File: config.mk
export PLATFORM = sky130hd
export DESIGN_NAME = mux_rr_arb
export DESIGN_NICKNAME = d
export VERILOG_FILES = /design/src/rtl/mux_rr_arb.sv
export SDC_FILE = /design/constraint.sdc
export NUM_CORES = 1
export LEC_CHECK = 0
export ABC_AREA = 1
export CAP_MARGIN = 20
export CELL_PAD_IN_SITES_DETAIL_PLACEMENT = 1
export CELL_PAD_IN_SITES_GLOBAL_PLACEMENT = 2
export CORE_MARGIN = 2
export CORE_UTILIZATION = 18
export DETAILED_ROUTE_END_ITERATION = 16
export MAX_ROUTING_LAYER = met4
export PLACE_DENSITY = 0.79
export REMOVE_ABC_BUFFERS = 1
export SLEW_MARGIN = 0
export SYNTH_ARGS = -nofsm -noshare
export SYNTH_HDL_FRONTEND = slang
export SYNTH_SLANG_ARGS = --single-unit
File: constraint.sdc
create_clock -name clk -period 6 [get_ports clk]
set_input_delay 1.2 -clock clk [delete_from_list [all_inputs] [get_ports clk]]
set_output_delay 1.2 -clock clk [all_outputs]
set_load 0.05 [all_outputs]
File: src/rtl/mux_rr_arb.sv
// ============================================================================
//  Module   : mux_rr_arb
//  Brief    : N-channel registered multiplexer, fixed-select or round-robin
//             arbitration, per-channel valid/ready and source channel tag.
//  Revision : 1.0 - initial release
// ============================================================================
`default_nettype none

module mux_rr_arb #(
    parameter int WIDTH = 32,
    parameter int NCH   = 4,
    parameter int SELW  = $clog2(NCH)
) (
    input  logic                 clk,
    input  logic                 rst,
    input  logic                 mode,
    input  logic [SELW-1:0]      sel,
    input  logic [NCH*WIDTH-1:0] in_data,
    input  logic [NCH-1:0]       in_valid,
    output logic [NCH-1:0]       in_ready,
    output logic [WIDTH-1:0]     out_data,
    output logic [SELW-1:0]      out_ch,
    output logic                 out_valid,
    input  logic                 out_ready
);

    localparam logic [SELW-1:0] c_last_ch = SELW'(NCH - 1);

    logic [WIDTH-1:0] r_out_data;
    logic [SELW-1:0]  r_out_ch;
    logic             r_out_valid;
    logic [SELW-1:0]  r_ptr;

    logic             w_load;
    logic             w_gnt_vld;
    logic [SELW-1:0]  w_gnt_idx;
    logic [WIDTH-1:0] w_gnt_data;
    int               w_dist;
    int               w_best;

    // Reset forces the output stage closed so no grant is issued that cycle.
    assign w_load = !rst && (!r_out_valid || out_ready);

    // Round-robin picks the requester with the smallest distance above r_ptr.
    always_comb begin
        w_gnt_vld = 1'b0;
        w_gnt_idx = '0;
        w_dist    = 0;
        w_best    = NCH;
        if (!mode) begin
            for (int k = 0; k < NCH; k++) begin
                if (sel == SELW'(k) && in_valid[k]) begin
                    w_gnt_vld = 1'b1;
                    w_gnt_idx = SELW'(k);
                end
            end
        end else begin
            for (int k = 0; k < NCH; k++) begin
                if (in_valid[k]) begin
                    w_dist = (k >= int'(r_ptr)) ? (k - int'(r_ptr))
                                                : (k + NCH - int'(r_ptr));
                    if (w_dist < w_best) begin
                        w_best    = w_dist;
                        w_gnt_vld = 1'b1;
                        w_gnt_idx = SELW'(k);
                    end
                end
            end
        end
    end

    always_comb begin
        w_gnt_data = '0;
        in_ready   = '0;
        for (int k = 0; k < NCH; k++) begin
            if (w_gnt_idx == SELW'(k)) begin
                w_gnt_data  = in_data[k*WIDTH +: WIDTH];
                in_ready[k] = w_load && w_gnt_vld;
            end
        end
    end

    always_ff @(posedge clk) begin
        if (rst) begin
            r_out_data  <= '0;
            r_out_ch    <= '0;
            r_out_valid <= 1'b0;
            r_ptr       <= '0;
        end else if (w_load) begin
            if (w_gnt_vld) begin
                r_out_data  <= w_gnt_data;
                r_out_ch    <= w_gnt_idx;
                r_out_valid <= 1'b1;
                if (mode) begin
                    r_ptr <= (w_gnt_idx == c_last_ch) ? '0 : w_gnt_idx + 1'b1;
                end
            end else begin
                r_out_valid <= 1'b0;
            end
        end
    end

    assign out_data  = r_out_data;
    assign out_ch    = r_out_ch;
    assign out_valid = r_out_valid;

endmodule

`default_nettype wire

==> impl_metrics.ini, run 1 <==
[outcome]
status = complete, no violations

[cells_and_area]
design_area_um2 = 5120
drive_gt1_share_pct = 10.3
layout.core_utilization_pct = 31.3
final_nets = 790
num_antenna_cells = 0
final_cells = 858
mostFrequentLayoutCells = 170 x clkdlybuf4s50_1, 160 x nand2_1, 67 x o21ai_0, 44 x nand3_1, 38 x a21oi_1
area_growth_pct = 71.8
layout_commonest_cell = clkdlybuf4s50_1

[timing]
max_slew_margin_pct = 37.7
hold_viol = 0
skew_ns = 0.0103
min_period_over_period_pct = 93.1
slew_viol_final = 0
tightest_slew_ns = 0.933
setup_viol = 0
layout_min_cycle_time_ns = 5.58
tns_ns = 0
setup_ws_ns = 0.416
hold_ws_ns = 0.457
fmax_ghz = 0.179
rsz0062_at_grt = false

[clocking]
numCtsBuffers = 5
clk_pin_slew_ns = 0.06
post-cts-setup-buffer-count = 0
cts_tree = yes
htree_num_levels = 2
cts_buffer_depth = 2
clock_latency_ns = 0.29
cts_root_buf = clkbuf_16
cts_sinks = 37
hold_buffers = 0

[worst_hold_path]
worstHoldEndpoint = out_data[26]$_SDFFE_PP0P_
hold-path-cell-count = 2
hp-start = out_data[26]$_SDFFE_PP0P_
worstHoldPathType = flop to flop

[global_route]
grt_pass1_vias = 3914
antenna_found_initial = 0
grt_first_pass_wirelength_um = 20500
grt_max_degree = 66
grtUsageTotal_pct = 15.2
overflow = 0

[logic_synthesis]
syn_avg_cell_area_um2 = 6.22
synth.cell_area_um2 = 2980
synth_compound_area_share_pct = 18.6
ys_seq_area_share_pct = 24.9
synthTopCellsByArea = dfxtp_1 25%, nand2_1 20%, o21ai_0 11%, nand3_2 9.1%, nand3_1 7.4%
syn-instance-count = 479
synth_mux_area_share_pct = 0
synth_top_family_by_area = simple AND/OR/NAND/NOR gates
synth_cell_types = 24
synth_top_area_share_pct = 24.9
synthXorXnorAreaFrac_pct = 0
yosys.area_share.adder_pct = 5.88
yosys.area.top_type = dfxtp_1
yosys.area_share.simple_pct = 41.1
synth_seq_cells = 37
yosys_warnings = 0

[route]
drt_iter0_drc = 101
vias = 3746
drcViolationCount = 0
wl_per_cell_um = 15.2
routed_via_density = 4.37
wl_um = 13000
firstDrtPassIters = 4
drtAntennaViolNets = 0

[floorplan]
die-area_um2 = 17600
initial_core_util_pct = 18.2
core_area_um2 = 16300
die_x_um = 133
ioPinCount = 177
rows = 47
die_y_um = 133

[critical_path]
worstPathRequired_ns = 4.80
r2r_cells = 37
reg2reg_from = r_ptr[0]$_SDFFE_PP0P_
cp_slowest_stage_delay_ns = 0.27
crit_arrival_ns = 4.38
crit_path_end_kind = primary output
cp-start-kind = input pin
cpMaxStageDelayCell = ha_1
crit_path_start = in_valid[0]
crit_top_cell = nand2_1
reg2reg_to = out_data[6]$_SDFFE_PP0P_
ff2ff_setup_slack_ns = 1.35
path_class = input pin to primary output
worstPathMaxFanout = 8

[power_and_ir_drop]
p_leak_nw = 2.17
p_total_mw = 1.17
powerDensity_nw_per_um2 = 229
ir_drop_mv = 0.0975

[placement]
hpwl_um = 9760
place_area_um2 = 4960
io_buffer_count = 176
gp_congestion = 0.807
dp_slack_ns = 0.0181
place_inst = 851

[job]
maxCapViolations = 0
-- registers in the layout, indices dropped and copies added (netlist names) --
signal / flops
out_ch: 2
out_data: 32
r_ptr: 2
out_valid: 1
-- power by group --
part	leakage (nW)	internal (mW)	total, mW	switching [mW]
registers	0.304	0.283	0.307	0.0242
logic	1.80	0.236	0.605	0.369
clock network	0.0669	0.153	0.257	0.104
total	2.17	0.671	1.17	0.498
-- logic make-up after synthesis --
family          count (synthesis)
fa+ha+maj                      14
buf+inv                        64
flops                          37
simple gates                  254
compound gates                110
-- worst max path at each step --
stage | to | slack, ns | depth (start not counted)
after CTS | in_ready[3] | 0.05 | 31
after global routing | in_ready[2] | 0.01 | 30
after detailed placement | in_ready[3] | 0.02 | 30
final | in_ready[0] | 0.42 | 29
after global placement | in_ready[0] | 0.20 | 29
after floorplan | in_ready[1] | -0.44 | 26
-- routing by layer --
| layer | vias to the layer above | global-route usage, % | routed length [um] |
|---|---|---|---|
| li1 | 1887 | - | - |
| met1 | 1730 | 17.0 | 5610 |
| met2 | 116 | 27.1 | 6490 |
| met3 | 13 | 3.41 | 708 |
| met4 | 0 | 3.94 | 219 |
| met5 | - | - | 0 |
-- synthesized netlist by cell type --
| cell type | number |
|---|---|
| a21oi_1 | 38 |
| a31oi_1 | 2 |
| buf_1 | 3 |
| buf_2 | 3 |
| buf_4 | 3 |
| buf_6 | 4 |
| clkbuf_1 | 22 |
| clkinv_1 | 1 |
| dfxtp_1 | 37 |
| ha_1 | 14 |
| inv_1 | 25 |
| inv_2 | 3 |
| nand2_1 | 160 |
| nand2_2 | 6 |
| nand2_4 | 2 |
| nand3_1 | 44 |
| nand3_2 | 27 |
| nand3b_1 | 1 |
| nor2_1 | 9 |
| nor2_2 | 4 |
| nor3_1 | 1 |
| o21ai_0 | 68 |
| o21ai_1 | 1 |
| o22ai_1 | 1 |
-- cell type report --
type	count	area [um2]
clock inverters	1	8.76
well taps	220	275
flip-flops and latches	37	741
multi-input cells	378	1960
inverters	29	109
fillers	2064	11200
repair buffers	187	1890
clock buffers	6	129
-- repair_timing --
action | CTS | global route
gates resized for setup | 1 | 5
setup endpoints to repair | 1 | 4
endpoints found under the hold margin | 0 | 0
-- critical path, delay by kind of cell --
kind                       cells  cell delay (ns)
adders and majority gates      4             0.93
AOI/OAI and AO/OA              3             0.37
and+or+nand+nor               16             1.17
buffers and inverters          6             0.69
Power figures use the tool's default switching activity.
==> run 2, diff against run 1 <==
--- a/config.mk
+++ b/config.mk
@@ -6,7 +6,6 @@
 export NUM_CORES = 1
 export LEC_CHECK = 0
 export ABC_AREA = 1
-export CAP_MARGIN = 20
 export CELL_PAD_IN_SITES_DETAIL_PLACEMENT = 1
 export CELL_PAD_IN_SITES_GLOBAL_PLACEMENT = 2
 export CORE_MARGIN = 2
==> results of run 2 <==
Same layout as run 1: the final DEF is identical, and so are final timing and power.
